`config.mk`:
```
export PLATFORM = sky130hd
export DESIGN_NAME = udar_ctrl_mc
export DESIGN_NICKNAME = d
export VERILOG_FILES = /design/src/rtl/udar_ctrl_mc.sv
export SDC_FILE = /design/constraint.sdc
export NUM_CORES = 1
export LEC_CHECK = 0
export CORE_MARGIN = 3
export CORE_UTILIZATION = 61
export CTS_CLUSTER_SIZE = 10
export DETAILED_ROUTE_END_ITERATION = 8
export GPL_TIMING_DRIVEN = 0
export PLACE_DENSITY = 0.94
export SYNTH_ARGS = -nofsm -noshare
export SYNTH_HDL_FRONTEND = slang
export SYNTH_SLANG_ARGS = --single-unit
```
`constraint.sdc`:
```
create_clock -name clk -period 6.95 [get_ports clk]
set_input_delay 1.39 -clock clk [delete_from_list [all_inputs] [get_ports clk]]
set_output_delay 1.39 -clock clk [all_outputs]
set_load 0.05 [all_outputs]
```
`src/rtl/udar_ctrl_mc.sv`:
```
// udar_ctrl_mc -- multi-channel UDAR host-protocol controller.
//
// Parses a byte-framed command stream from the serial rx engine. It writes
// NUM_SERVO servo position registers under an XOR checksum and starts the
// ultrasonic ranging unit. Every reply goes back through the serial tx engine.
//
// Ports:
//   clk, rst_i          system clock, asynchronous active-high reset
//   rx_data/rx_valid    received byte + one-cycle strobe
//   tx_data/tx_send     byte to transmit + one-cycle request (registered)
//   tx_busy             transmitter busy, rises <= 1 cycle after tx_send
//   pos                 channel k at [k*POS_LEN +: POS_LEN]
//   meas_en             one-cycle ranging start pulse
//   meas_done/meas_len  ranging result valid + value
//   frame_err           one-cycle pulse on every NACK
//
// Frames (host -> controller):
//   00                     re-init all channels, reply AA
//   03 ch val.. sum        servo write, sum = XOR of all preceding bytes, reply AB
//   0C                     ranging, reply AE len.. xor  (or EF on timeout)
//   anything bad           reply EE + frame_err

// One servo position register. init has priority over a channel write.
module udar_ctrl_mc_ch #(
  parameter int POS_LEN   = 8,
  parameter int POS_RESET = 150
) (
  input  logic               clk,
  input  logic               rst_i,
  input  logic               init,
  input  logic               wr_en,
  input  logic [POS_LEN-1:0] wr_val,
  output logic [POS_LEN-1:0] pos
);
  always_ff @(posedge clk or posedge rst_i) begin
    if (rst_i)      pos <= POS_LEN'(POS_RESET);
    else if (init)  pos <= POS_LEN'(POS_RESET);
    else if (wr_en) pos <= wr_val;
  end
endmodule

module udar_ctrl_mc #(
  parameter int NUM_SERVO = 4,
  parameter int POS_LEN   = 8,
  parameter int POS_RESET = 150,
  parameter int CAP_LEN   = 16,
  parameter int FRAME_TO  = 50000,
  parameter int MEAS_TO   = 2000000,
  parameter int TO_LEN    = 22
) (
  input  logic                         clk,
  input  logic                         rst_i,
  input  logic [7:0]                   rx_data,
  input  logic                         rx_valid,
  output logic [7:0]                   tx_data,
  output logic                         tx_send,
  input  logic                         tx_busy,
  output logic [NUM_SERVO*POS_LEN-1:0] pos,
  output logic                         meas_en,
  input  logic                         meas_done,
  input  logic [CAP_LEN-1:0]           meas_len,
  output logic                         frame_err
);
  localparam int POS_BYTES = (POS_LEN + 7) / 8;
  localparam int VAL_W     = POS_BYTES * 8;
  localparam int CAP_BYTES = CAP_LEN / 8;
  localparam int REPLY_N   = CAP_BYTES + 2;        // longest reply (ranging)
  localparam int IW        = $clog2(REPLY_N);
  localparam int RW        = $clog2(REPLY_N + 1);
  localparam int VW        = (POS_BYTES > 1) ? $clog2(POS_BYTES + 1) : 1;

  localparam logic [TO_LEN-1:0] FRAME_TO_C = TO_LEN'(FRAME_TO);
  localparam logic [TO_LEN-1:0] MEAS_TO_C  = TO_LEN'(MEAS_TO);
  localparam logic [7:0]        NS8        = 8'(NUM_SERVO);
  localparam logic [VW-1:0]     VLAST      = VW'(POS_BYTES - 1);

  typedef enum logic [3:0] {
    BOOT, IDLE, SRV_CH, SRV_VAL, SRV_SUM,
    MEAS_TRIG, MEAS_WAIT, NACK, TX_LOAD, TX_WAIT
  } state_t;

  state_t                       state, state_nxt;
  logic [TO_LEN-1:0]            cnt, cnt_nxt;
  logic [7:0]                   csum, csum_nxt;
  logic [7:0]                   ch, ch_nxt;
  logic [VAL_W-1:0]             val, val_nxt;
  logic [VW-1:0]                vcnt, vcnt_nxt;
  logic [REPLY_N-1:0][7:0]      rbuf, rbuf_nxt, mbuf;
  logic [IW-1:0]                idx, idx_nxt;
  logic [RW-1:0]                rem, rem_nxt;
  logic                         skip, skip_nxt;
  logic [7:0]                   tx_data_nxt;
  logic                         tx_send_nxt, meas_en_nxt, frame_err_nxt;
  logic                         init_all, wr_srv;
  logic                         reply_one;
  logic [7:0]                   reply_byte;
  logic                         frame_to;
  logic [7:0]                   mx;
  logic [NUM_SERVO-1:0][POS_LEN-1:0] pos_ch;

  assign pos = pos_ch;

  // Ranging reply image: AE, meas_len MSB-first, XOR of everything before.
  always_comb begin
    mbuf    = '0;
    mbuf[0] = 8'hAE;
    mx      = 8'hAE;
    for (int i = 0; i < CAP_BYTES; i++) begin
      mbuf[i+1] = meas_len[CAP_LEN-1-8*i -: 8];
      mx        = mx ^ meas_len[CAP_LEN-1-8*i -: 8];
    end
    mbuf[REPLY_N-1] = mx;
  end

  // Inter-byte timeout. It outranks a byte arriving in the same cycle.
  assign frame_to = (cnt == FRAME_TO_C);

  always_comb begin
    state_nxt     = state;
    cnt_nxt       = cnt;
    csum_nxt      = csum;
    ch_nxt        = ch;
    val_nxt       = val;
    vcnt_nxt      = vcnt;
    rbuf_nxt      = rbuf;
    idx_nxt       = idx;
    rem_nxt       = rem;
    skip_nxt      = skip;
    tx_data_nxt   = tx_data;
    tx_send_nxt   = 1'b0;
    meas_en_nxt   = 1'b0;
    frame_err_nxt = 1'b0;
    init_all      = 1'b0;
    wr_srv        = 1'b0;
    reply_one     = 1'b0;
    reply_byte    = 8'h00;

    case (state)
      BOOT: begin
        reply_one  = 1'b1;
        reply_byte = 8'hAA;
        state_nxt  = TX_LOAD;
      end
      IDLE: if (rx_valid) begin
        cnt_nxt = '0;
        case (rx_data)
          8'h00: begin
            init_all   = 1'b1;
            reply_one  = 1'b1;
            reply_byte = 8'hAA;
            state_nxt  = TX_LOAD;
          end
          8'h03: begin
            csum_nxt  = 8'h03;
            state_nxt = SRV_CH;
          end
          8'h0C:   state_nxt = MEAS_TRIG;
          default: state_nxt = NACK;
        endcase
      end
      SRV_CH: begin
        if (frame_to) state_nxt = NACK;
        else if (rx_valid) begin
          ch_nxt    = rx_data;
          csum_nxt  = csum ^ rx_data;
          cnt_nxt   = '0;
          vcnt_nxt  = '0;
          state_nxt = SRV_VAL;
        end else cnt_nxt = cnt + TO_LEN'(1);
      end
      SRV_VAL: begin
        if (frame_to) state_nxt = NACK;
        else if (rx_valid) begin
          val_nxt  = VAL_W'({val, rx_data});
          csum_nxt = csum ^ rx_data;
          cnt_nxt  = '0;
          if (vcnt == VLAST) state_nxt = SRV_SUM;
          else               vcnt_nxt  = vcnt + VW'(1);
        end else cnt_nxt = cnt + TO_LEN'(1);
      end
      SRV_SUM: begin
        if (frame_to) state_nxt = NACK;
        else if (rx_valid) begin
          cnt_nxt = '0;
          if (rx_data == csum && ch < NS8) begin
            wr_srv     = 1'b1;
            reply_one  = 1'b1;
            reply_byte = 8'hAB;
            state_nxt  = TX_LOAD;
          end else state_nxt = NACK;
        end else cnt_nxt = cnt + TO_LEN'(1);
      end
      MEAS_TRIG: begin
        meas_en_nxt = 1'b1;
        cnt_nxt     = '0;
        state_nxt   = MEAS_WAIT;
      end
      MEAS_WAIT: begin
        if (meas_done) begin
          rbuf_nxt  = mbuf;
          idx_nxt   = '0;
          rem_nxt   = RW'(REPLY_N);
          state_nxt = TX_LOAD;
        end else if (cnt == MEAS_TO_C) begin
          // Ranging timeout is a normal outcome, not a protocol error.
          reply_one  = 1'b1;
          reply_byte = 8'hEF;
          state_nxt  = TX_LOAD;
        end else cnt_nxt = cnt + TO_LEN'(1);
      end
      NACK: begin
        frame_err_nxt = 1'b1;
        reply_one     = 1'b1;
        reply_byte    = 8'hEE;
        state_nxt     = TX_LOAD;
      end
      TX_LOAD: if (!tx_busy) begin
        tx_data_nxt = rbuf[idx];
        tx_send_nxt = 1'b1;
        skip_nxt    = 1'b1;
        state_nxt   = TX_WAIT;
      end
      TX_WAIT: begin
        // The first cycle is skipped because tx_busy may lag tx_send by one cycle.
        if (skip) skip_nxt = 1'b0;
        else if (!tx_busy) begin
          if (rem == RW'(1)) state_nxt = IDLE;
          else begin
            rem_nxt   = rem - RW'(1);
            idx_nxt   = idx + IW'(1);
            state_nxt = TX_LOAD;
          end
        end
      end
      default: state_nxt = IDLE;
    endcase

    if (reply_one) begin
      rbuf_nxt[0] = reply_byte;
      idx_nxt     = '0;
      rem_nxt     = RW'(1);
    end
  end

  always_ff @(posedge clk or posedge rst_i) begin
    if (rst_i) begin
      state     <= BOOT;
      cnt       <= '0;
      csum      <= '0;
      ch        <= '0;
      val       <= '0;
      vcnt      <= '0;
      rbuf      <= '0;
      idx       <= '0;
      rem       <= '0;
      skip      <= 1'b0;
      tx_data   <= '0;
      tx_send   <= 1'b0;
      meas_en   <= 1'b0;
      frame_err <= 1'b0;
    end else begin
      state     <= state_nxt;
      cnt       <= cnt_nxt;
      csum      <= csum_nxt;
      ch        <= ch_nxt;
      val       <= val_nxt;
      vcnt      <= vcnt_nxt;
      rbuf      <= rbuf_nxt;
      idx       <= idx_nxt;
      rem       <= rem_nxt;
      skip      <= skip_nxt;
      tx_data   <= tx_data_nxt;
      tx_send   <= tx_send_nxt;
      meas_en   <= meas_en_nxt;
      frame_err <= frame_err_nxt;
    end
  end

  for (genvar k = 0; k < NUM_SERVO; k++) begin : g_ch
    udar_ctrl_mc_ch #(
      .POS_LEN   (POS_LEN),
      .POS_RESET (POS_RESET)
    ) u_ch (
      .clk    (clk),
      .rst_i  (rst_i),
      .init   (init_all),
      .wr_en  (wr_srv && (ch == 8'(k))),
      .wr_val (val[POS_LEN-1:0]),
      .pos    (pos_ch[k])
    );
  end
endmodule

```
==> impl_metrics.env, run 1 <==
export IMPL_vias=5013
export IMPL_hpwl_um=10260
export IMPL_p_seq_share_pct=39.3
export IMPL_hold_viol=0
export IMPL_final_common_cell="dfrtp_1"
export IMPL_drcViolationCount=0
export IMPL_ctsHoldBuffers=0
export IMPL_synth_edf_count=0
export IMPL_cts_buffers_inserted=17
export IMPL_grt_pass1_wl_um=25840
export IMPL_clkTransAtPathRegs_ns=0.06
export IMPL_grt_pass1_vias=5124
export IMPL_max_stage_delay_ns=0.71
export IMPL_rsz0062_at_grt="false"
export IMPL_synthArstFlopShare_pct=100.0
export IMPL_wl_per_cell_um=19.27
export IMPL_pwr_share_clk_pct=29.7
export IMPL_cts_tree="built"
export IMPL_critPathSlowestCell="nor4_4"
export IMPL_drv_slew=0
export IMPL_drv_cap=0
export IMPL_final_antenna_net_count=0
export IMPL_cellPowerDensity_nw_per_um2=352.2
export IMPL_place_ws_ns=2.720
export IMPL_timing_final_ws_setup_ns=3.226
export IMPL_syn_cell_area_um2=6297
export IMPL_crit_type="in2reg"
export IMPL_finalClockSkew_ns=0.009287
export IMPL_coreArea_um2=9910
export IMPL_cp_arrival_ns=4.14
export IMPL_post_cts_resized=0
export IMPL_crit_path_start="rx_data[3]"
export IMPL_dieArea_um2=11580
export IMPL_postSynthAreaPerCell_um2=11.01
export IMPL_clock_root_buffer="clkbuf_8"
export IMPL_cts_num_sinks=127
export IMPL_drtIter0Drc=443
export IMPL_cp_max_fo=8
export IMPL_dr_pass1_iters=5
export IMPL_hold_class="reg2reg"
export IMPL_start_util_pct=63.55
export IMPL_max_slew_margin_rel_pct=46.97
export IMPL_area_growth_pct=22.49
export IMPL_synth_ff_type="dfrtp_1"
export IMPL_syn_inst=572
export IMPL_post_cts_setup_buffer_count=0
export IMPL_fillCellCount=575
export IMPL_dpl_instance_area_um2=7177
export IMPL_max_vdd_ir_drop_mv=0.1922
export IMPL_yosysWarningCount=0
export IMPL_cts_buffer_depth=2
export IMPL_ff2ff_setup_slack_ns=4.00
export IMPL_vias_per_cell=6.220
export IMPL_internal_power_uw=1775
export IMPL_p_comb_share_pct=30.9
export IMPL_cp_top_family="simple AND/OR/NAND/NOR gates"
export IMPL_rr_worst_depth=6
export IMPL_overflow=0
export IMPL_final_cell_mix="dfrtp_1, clkdlybuf4s50_1, nand2_1"
export IMPL_p_sw_share_pct=34.66
export IMPL_wirelength_um=15530
export IMPL_r2r_start="cnt[11]"
export IMPL_grt_max_degree=105
export IMPL_cp_end_kind="flop"
export IMPL_synth_seq_cells=127
export IMPL_die_x_um=107.6
export IMPL_gp_congestion=0.9280
export IMPL_setup_viol=0
export IMPL_fmax_mhz=268.5
export IMPL_grt_use_total_pct=28.79
export IMPL_final_nets=693
export IMPL_netSwitchingPower_uw=941.4
export IMPL_io_buffers=68
export IMPL_die_h_um=107.6
export IMPL_worst_slew_pin_slew_ns=0.7895
export IMPL_worst_path_buf_inv=2
export IMPL_hold_slack_ns=0.4953
export IMPL_setup_tns_ns=0
export IMPL_antenna_found_initial=0
export IMPL_seq_area_frac_synth_pct=50.78
export IMPL_p_leak_uw=0.003304
export IMPL_yosys_cell_types_count=61
export IMPL_drive_above_1_share_pct=18.87
export IMPL_crit_path_cell_trace="clkdlybuf4s50_1 > xnor2_1 > nand4_1 > or4_4 > buf_6 > nor4_4 > mux2i_1 > nor2_2"
export IMPL_cp_required_ns=7.36
export IMPL_r2r_end="val[5]"
export IMPL_insertion_delay_ns=0.53
export IMPL_fp_row_count=36
export IMPL_htree_levels=4
export IMPL_finalCriticalPeriod_ns=3.724
export IMPL_crit_end="g_ch[1].u_ch.pos[0]"
export IMPL_io_pins=72
export IMPL_status="completed"
export IMPL_diodes=0
export IMPL_critPathLaunchType="input port"
export IMPL_path_depth=8
export IMPL_finalCritPeriodShare_pct=53.59
export IMPL_design_area_um2=7714
export IMPL_syn_num_nets=605
==> worst min-delay path by stage <==
stage | start | end | slack, ns | cells after the start
after floorplan | rbuf[28] | rbuf[28] | 0.44 | 2
after global placement | rbuf[28] | rbuf[28] | 0.46 | 2
after detailed placement | rbuf[29] | rbuf[29] | 0.47 | 2
after CTS | rbuf[31] | rbuf[31] | 0.50 | 2
after global routing | ch[4] | ch[4] | 0.52 | 1
final | rbuf[31] | rbuf[31] | 0.50 | 2
==> through the flow <==
| stage | util, % | total power [µW] | cells |
|---|---|---|---|
| global placement | 72.10 | 1830 | 773 |
| CTS | 77.84 | 2708 | 806 |
| floorplan | - | 1642 | 572 |
| global route | 77.84 | 2845 | 806 |
| detailed placement | 72.42 | 1886 | 774 |
| finish | 77.84 | 2717 | 806 |
==> power groups by stage <==
stage          clock (µW)  sequential, µW  combinational (µW)
3_5_place_dp            0            1070                 815
5_1_grt               848            1090                 912
3_3_place_gp            0            1050                 781
4_1_cts               810            1060                 835
6_report              808            1070                 840
2_1_floorplan           0            1120                 524
==> per-layer routing <==
metal,track usage [%],share of wire (%)
met1,36.64,39
met2,47.60,51
met3,5.939,6.2
met4,12.89,3.5
met5,0,0
==> cell usage after synthesis (14+ instances only) <==
cell type    n  area share (%)
a21oi_1     24             1.9
clkbuf_1    14            0.83
dfrtp_1    111              44
dfstp_2     16             6.7
inv_1       15            0.89
mux2_2      40             7.2
mux2i_1     34             5.4
nand2_1     54             3.2
nand3_1     16             1.3
nor2_1      47             2.8
o21ai_0     35             2.8
xnor2_1     14             1.9
xor2_1      15             2.1
==> layout make-up <==
class	instances	area (µm²)	share of cell area, %
buffer	24	118.9	1.541
clock buffer	25	474.2	6.148
clock inverter	7	62.56	0.8110
inverter	15	61.31	0.7948
multi-input combinational	406	2924	37.91
sequential	127	3198	41.46
tap	133	166.4	2.157
timing repair buffer	69	708.2	9.181
==> flip-flops by register name, summed over array words and instances, names as in the netlist, 2 cells and up <==
| register | cells |
|---|---|
| ch | 8 |
| cnt | 22 |
| csum | 8 |
| g_ch.u_ch.pos | 32 |
| idx | 2 |
| rbuf | 28 |
| rem | 3 |
| state | 4 |
| tx_data | 8 |
| val | 8 |
==> cells by family (layout without fill, tap and decap cells) <==
kind of cell / Yosys count / in the layout / share of synthesized area [%]
fa+ha+maj: 4 / 4 / 0.7948
mux: 81 / 81 / 15.06
simple gates: 203 / 203 / 17.78
xor+xnor: 31 / 31 / 4.550
compound gates: 87 / 87 / 8.246
flops: 127 / 127 / 50.78
buf+inv: 39 / 140 / 2.782
==> tightest hold or removal path: cells and delay by family, from the launching register on <==
family	cells	cell delay (ns)
flip-flops	1	0.34
AND/OR/NAND/NOR	1	0.04
AO/OA/AOI/OAI	1	0.07
(Power assumes the default switching activity.)
==> run 2, diff against run 1 <==
--- a/config.mk
+++ b/config.mk
@@ -6,11 +6,11 @@
 export NUM_CORES = 1
 export LEC_CHECK = 0
 export CORE_MARGIN = 3
-export CORE_UTILIZATION = 61
+export CORE_UTILIZATION = 56
 export CTS_CLUSTER_SIZE = 10
 export DETAILED_ROUTE_END_ITERATION = 8
 export GPL_TIMING_DRIVEN = 0
-export PLACE_DENSITY = 0.94
+export PLACE_DENSITY = 0.88
 export SYNTH_ARGS = -nofsm -noshare
 export SYNTH_HDL_FRONTEND = slang
 export SYNTH_SLANG_ARGS = --single-unit
==> constraint.sdc (replaced) <==
create_clock -name clk -period 3.5 [get_ports clk]
set_input_delay 0.7 -clock clk [delete_from_list [all_inputs] [get_ports clk]]
set_output_delay 0.7 -clock clk [all_outputs]
set_load 0.05 [all_outputs]
==> run 2 against run 1 <==
Flip-flop and latch count unchanged. Cell area increased by 1.4%. Count of clock-buffer cells in the layout decreased by 4. Register-to-register slack got worse by 3.3 ns. Combinational power increased by 96%. Critical path type unchanged.
==> impl_metrics.env, run 2 (same netlist as run 1, synthesis figures left out) <==
export IMPL_status="completed"
export IMPL_hold_viol=0
export IMPL_worst_slew_pin_slew_ns=0.8292
export IMPL_wirelength_um=14960
export IMPL_overflow=0
export IMPL_largest_reg_flops=32
export IMPL_antenna_found_initial=0
export IMPL_clock_root_buffer="clkbuf_16"
export IMPL_ff2ff_setup_slack_ns=0.69
export IMPL_reg_top3="g_ch.u_ch.pos: 32 flops, rbuf: 28 flops, cnt: 22 flops"
export IMPL_start_util_pct=57.59
export IMPL_drive_above_1_share_pct=19.70
export IMPL_critPathLaunchType="input port"
export IMPL_max_slew_margin_rel_pct=44.31
export IMPL_rr_worst_depth=6
export IMPL_die_x_um=112.0
export IMPL_drcViolationCount=0
export IMPL_grt_pass1_wl_um=25200
export IMPL_cp_arrival_ns=3.48
export IMPL_grtUsageMet1_pct=32.92
export IMPL_cp_required_ns=3.80
export IMPL_setup_tns_ns=0
export IMPL_min_from="rbuf[30]"
export IMPL_io_buffers=68
export IMPL_crit_type="in2reg"
export IMPL_cts_num_sinks=127
export IMPL_cts_tree="built"
export IMPL_drv_cap=0
export IMPL_vias=4901
export IMPL_regMostFlops="g_ch.u_ch.pos"
export IMPL_area_growth_pct=24.26
export IMPL_timing_final_ws_setup_ns=0.3145
export IMPL_rsz0062_at_grt="false"
export IMPL_cellPowerDensity_nw_per_um2=713.0
export IMPL_insertion_delay_ns=0.42
export IMPL_vias_per_cell=6.013
export IMPL_grt_use_met3_pct=5.067
export IMPL_final_common_cell="dfrtp_1"
export IMPL_clkTransAtPathRegs_ns=0.05
export IMPL_fp_row_count=38
export IMPL_die_h_um=112.0
export IMPL_place_ws_ns=-0.03756
export IMPL_final_nets=695
export IMPL_cp_max_fo=8
export IMPL_setup_viol=0
export IMPL_fmax_mhz=313.9
export IMPL_grt_max_degree=41
export IMPL_diodes=0
export IMPL_finalCritPeriodShare_pct=91.02
export IMPL_finalCriticalPeriod_ns=3.186
export IMPL_max_vdd_ir_drop_mv=0.4586
export IMPL_hold_end="rbuf[30]"
export IMPL_drv_slew=0
export IMPL_wl_per_cell_um=18.36
export IMPL_coreArea_um2=10940
export IMPL_grt_pass1_vias=5030
export IMPL_use_met2_pct=42.25
export IMPL_cp_end_kind="flop"
export IMPL_htree_levels=4
export IMPL_busiest_layer="met2"
export IMPL_final_antenna_net_count=0
export IMPL_finalClockSkew_ns=0.006761
export IMPL_hold_depth=2
export IMPL_io_pins=72
export IMPL_ctsHoldBuffers=0
export IMPL_gp_congestion=0.9218
export IMPL_r2r_end="val[4]"
export IMPL_fin_util_pct=71.56
export IMPL_hold_class="reg2reg"
export IMPL_p_leak_uw=0.003344
export IMPL_post_cts_setup_buffer_count=0
export IMPL_dieArea_um2=12550
export IMPL_cts_buffer_depth=2
export IMPL_power_uw=5579
export IMPL_final_cell_mix="dfrtp_1, clkdlybuf4s50_1, nand2_1"
export IMPL_grt_use_total_pct=25.00
export IMPL_post_cts_resized=0
export IMPL_dr_pass1_iters=5
export IMPL_design_area_um2=7825
export IMPL_cts_buffers_inserted=17
export IMPL_dpl_instance_area_um2=7217
export IMPL_hpwl_um=10240
export IMPL_drtIter0Drc=442
export IMPL_r2r_start="cnt[11]"
## run 2: cell count changes in the layout (fill, tap and decap cells not counted), sizes merged
cell and delta:
clkinvlp +3, bufinv +2, buf +2, clkbuf -4
inv -1
## run 2: per-stage QoR
stage / std cells / hold WS, ns
after global routing: 815 / 0.5070
after floorplan: 572 / 0.4444
after global placement: 780 / 0.4567
after detailed placement: 783 / 0.4708
final: 815 / 0.4845
after CTS: 815 / 0.4822
## run 2: worst max path at each step
stage	from	end	cells after the start
floorplan	rx_data[0]	g_ch[1].u_ch.pos[0]	8
CTS	rx_data[2]	g_ch[2].u_ch.pos[5]	8
detailed placement	rx_data[2]	g_ch[2].u_ch.pos[6]	8
global route	rx_data[2]	g_ch[2].u_ch.pos[5]	8
global placement	rx_data[3]	g_ch[1].u_ch.pos[3]	8
finish	rx_data[2]	g_ch[2].u_ch.pos[5]	8
## run 2: final cells by class
class,instances,area [µm²]
multi-input cells,406,2924
well taps,140,175.2
repair buffers,71,740.7
clock buffers,21,470.5
fillers,728,3110
clock inverters,11,137.6
flip-flops and latches,127,3198
inverters,15,60.06
plain buffers,24,118.9
## run 2: where the power goes
part	internal, µW	switching, µW	total, µW
clock network	1170	640	1810
registers	1840	281	2120
logic	701	954	1650
total	3710	1870	5580
## run 2: metal layers
metal	routed length, µm	up-vias	part of all wire, %
li1	-	2225	-
met1	6099	2455	41
met2	7775	202	52
met3	893	19	6.0
met4	195	0	1.3
met5	0	-	0
## run 2: worst max-delay path: stages
cell and delay, ns:
clkdlybuf4s50_1 0.70, xnor2_1 0.18, nand4_1 0.14, or4_4 0.49, buf_6 0.15, nor4_4 0.73, mux2i_1 0.33, nor2_2 0.04
==> run 3, diff against run 2 <==
--- a/config.mk
+++ b/config.mk
@@ -5,12 +5,15 @@
 export SDC_FILE = /design/constraint.sdc
 export NUM_CORES = 1
 export LEC_CHECK = 0
+export CELL_PAD_IN_SITES_DETAIL_PLACEMENT = 0
+export CELL_PAD_IN_SITES_GLOBAL_PLACEMENT = 2
 export CORE_MARGIN = 3
-export CORE_UTILIZATION = 56
+export CORE_UTILIZATION = 37
 export CTS_CLUSTER_SIZE = 10
 export DETAILED_ROUTE_END_ITERATION = 8
 export GPL_TIMING_DRIVEN = 0
 export PLACE_DENSITY = 0.88
+export SETUP_SLACK_MARGIN = 0.4
 export SYNTH_ARGS = -nofsm -noshare
 export SYNTH_HDL_FRONTEND = slang
 export SYNTH_SLANG_ARGS = --single-unit
==> run 3 against run 2 <==
Sequential share of layout area is 0.86 points lower. Final cell count is 10% higher. Die area is 48% higher. Combinational power hardly changed. Critical endpoint is now g_ch[2].u_ch.pos[0]. Highest routed layer unchanged.
==> impl_metrics.env, run 3 (same netlist as run 1, synthesis figures left out) <==
export IMPL_largest_reg_flops=32
export IMPL_fmax_mhz=333.1
export IMPL_start_util_pct=37.84
export IMPL_hold_class="reg2reg"
export IMPL_fin_util_pct=48.03
export IMPL_grt_use_total_pct=16.81
export IMPL_drtIter0Drc=225
export IMPL_finalNonFillerCells=897
export IMPL_setup_viol=0
export IMPL_place_ws_ns=-0.05240
export IMPL_multi_input_area_um2=2928
export IMPL_cts_buffer_depth=2
export IMPL_final_cell_mix="dfrtp_1, clkdlybuf4s50_1, nand2_1"
export IMPL_crit_path_cell_trace="clkdlybuf4s50_1 > xnor2_1 > nand4_1 > or4_4 > buf_6 > nor4_4 > mux2i_1 > nor2_2"
export IMPL_drv_cap=0
export IMPL_p_comb_share_pct=29.4
export IMPL_insertion_delay_ns=0.42
export IMPL_grt_max_degree=42
export IMPL_max_vdd_ir_drop_mv=0.3805
export IMPL_ctsHoldBuffers=0
export IMPL_overflow=0
export IMPL_cts_tree="built"
export IMPL_drcViolationCount=0
export IMPL_drv_slew=0
export IMPL_cp_end_kind="flop"
export IMPL_hold_viol=0
export IMPL_cp_arrival_ns=3.30
export IMPL_cp_max_fo=8
export IMPL_crit_type="in2reg"
export IMPL_critPathSlowestCell="clkdlybuf4s50_1"
export IMPL_rsz0062_at_grt="false"
export IMPL_vias=4657
export IMPL_drive_above_1_share_pct=20.38
export IMPL_internal_power_uw=3754
export IMPL_final_antenna_net_count=0
export IMPL_netSwitchingPower_uw=1847
export IMPL_diodes=0
export IMPL_seqCellArea_um2=3198
export IMPL_status="completed"
export IMPL_gp_congestion=0.8431
export IMPL_cts_buffers_inserted=17
export IMPL_wl_per_cell_um=16.50
export IMPL_worst_slew_pin_slew_ns=0.9072
export IMPL_htree_levels=4
export IMPL_die_h_um=136.5
export IMPL_max_stage_delay_ns=0.67
export IMPL_cts_num_sinks=127
export IMPL_io_buffers=68
export IMPL_p_sw_share_pct=32.97
export IMPL_cp_required_ns=3.80
export IMPL_clock_root_buffer="clkbuf_16"
export IMPL_regMostFlops="g_ch.u_ch.pos"
export IMPL_grt_pass1_wl_um=24650
export IMPL_final_nets=697
export IMPL_cellPowerDensity_nw_per_um2=700.7
export IMPL_dp_cells=863
export IMPL_reg_top3="g_ch.u_ch.pos: 32 flops, rbuf: 28 flops, cnt: 22 flops"
export IMPL_critPathLaunchType="input port"
export IMPL_finalCriticalPeriod_ns=3.002
export IMPL_finalCritPeriodShare_pct=85.77
export IMPL_final_common_cell="dfrtp_1"
export IMPL_die_x_um=136.5
export IMPL_wirelength_um=14800
export IMPL_fillCellCount=1517
export IMPL_dr_pass1_iters=4
export IMPL_finalClockSkew_ns=0.009242
export IMPL_area_growth_pct=26.94
export IMPL_pwr_share_clk_pct=33.3
export IMPL_antenna_found_initial=0
export IMPL_p_seq_share_pct=37.3
export IMPL_vias_per_cell=5.192
export IMPL_dieArea_um2=18620
export IMPL_fp_row_count=47
export IMPL_max_slew_margin_rel_pct=38.67
export IMPL_clkTransAtPathRegs_ns=0.06
export IMPL_p_leak_uw=0.003371
export IMPL_coreArea_um2=16640
export IMPL_hpwl_um=10750
export IMPL_timing_final_ws_setup_ns=0.4982
export IMPL_io_pins=72
export IMPL_power_uw=5602
export IMPL_grt_pass1_vias=4843
run 3: routing by layer:
layer	up-vias	track usage, %	part of all wire [%]
li1	2228	-	-
met2	86	27.85	49
met4	0	4.927	1.3
met5	-	0	0
met1	2324	21.86	46
met3	19	4.108	3.8
run 3: power groups by stage:
| stage | registers [µW] | clock network (µW) | logic, µW |
|---|---|---|---|
| 2_1_floorplan | 2220 | 0 | 1040 |
| 3_3_place_gp | 2090 | 0 | 1590 |
| 3_5_place_dp | 2120 | 0 | 1640 |
| 4_1_cts | 2100 | 1910 | 1650 |
| 5_1_grt | 2140 | 1970 | 1820 |
| 6_report | 2090 | 1860 | 1650 |
run 3: cell type report:
type | instances | share of cell area (%)
flip-flops and latches | 127 | 40.01
multi-input cells | 406 | 36.63
plain buffers | 24 | 1.518
inverters | 15 | 0.7513
repair buffers | 73 | 9.767
clock inverters | 13 | 2.348
well taps | 220 | 3.443
clock buffers | 19 | 5.541
run 3: timing repair:
item | CTS | global route
buffers inserted | 0 | 2
endpoints found under the setup margin | 2 | 36
cloned | 0 | 0
gates resized for setup | 0 | 5
pin swaps | 1 | 2
run 3: stage by stage:
stage	setup TNS [ns]	area, µm²	hold slack, ns
2_1_floorplan	0	6301	0.4444
3_3_place_gp	-0.1971	7257	0.4571
3_5_place_dp	-0.4636	7317	0.4659
4_1_cts	0	7948	0.4788
5_1_grt	0	7994	0.5031
6_report	0	7994	0.4747
run 3: final timing paths:
path                                             to  slack (ns)  cells past startpoint       start
worst max-delay path            g_ch[2].u_ch.pos[0]        0.50                      8  rx_data[2]
worst min-delay path                       rbuf[27]        0.47                      2    rbuf[27]
worst max register to register  g_ch[2].u_ch.pos[0]        0.63                      6    state[0]
worst min register to register             rbuf[27]        0.47                      2    rbuf[27]
max in group asynchronous                   csum[2]        2.04                      4       rst_i
min in group asynchronous                    val[6]        0.67                      2       rst_i
run 3: critical path: cells and delay by family:
family	cells	cell delay [ns]
xor gates and xnor gates	1	0.17
buffers and inverters	2	0.82
muxes	1	0.31
and+or+nand+nor	4	1.29
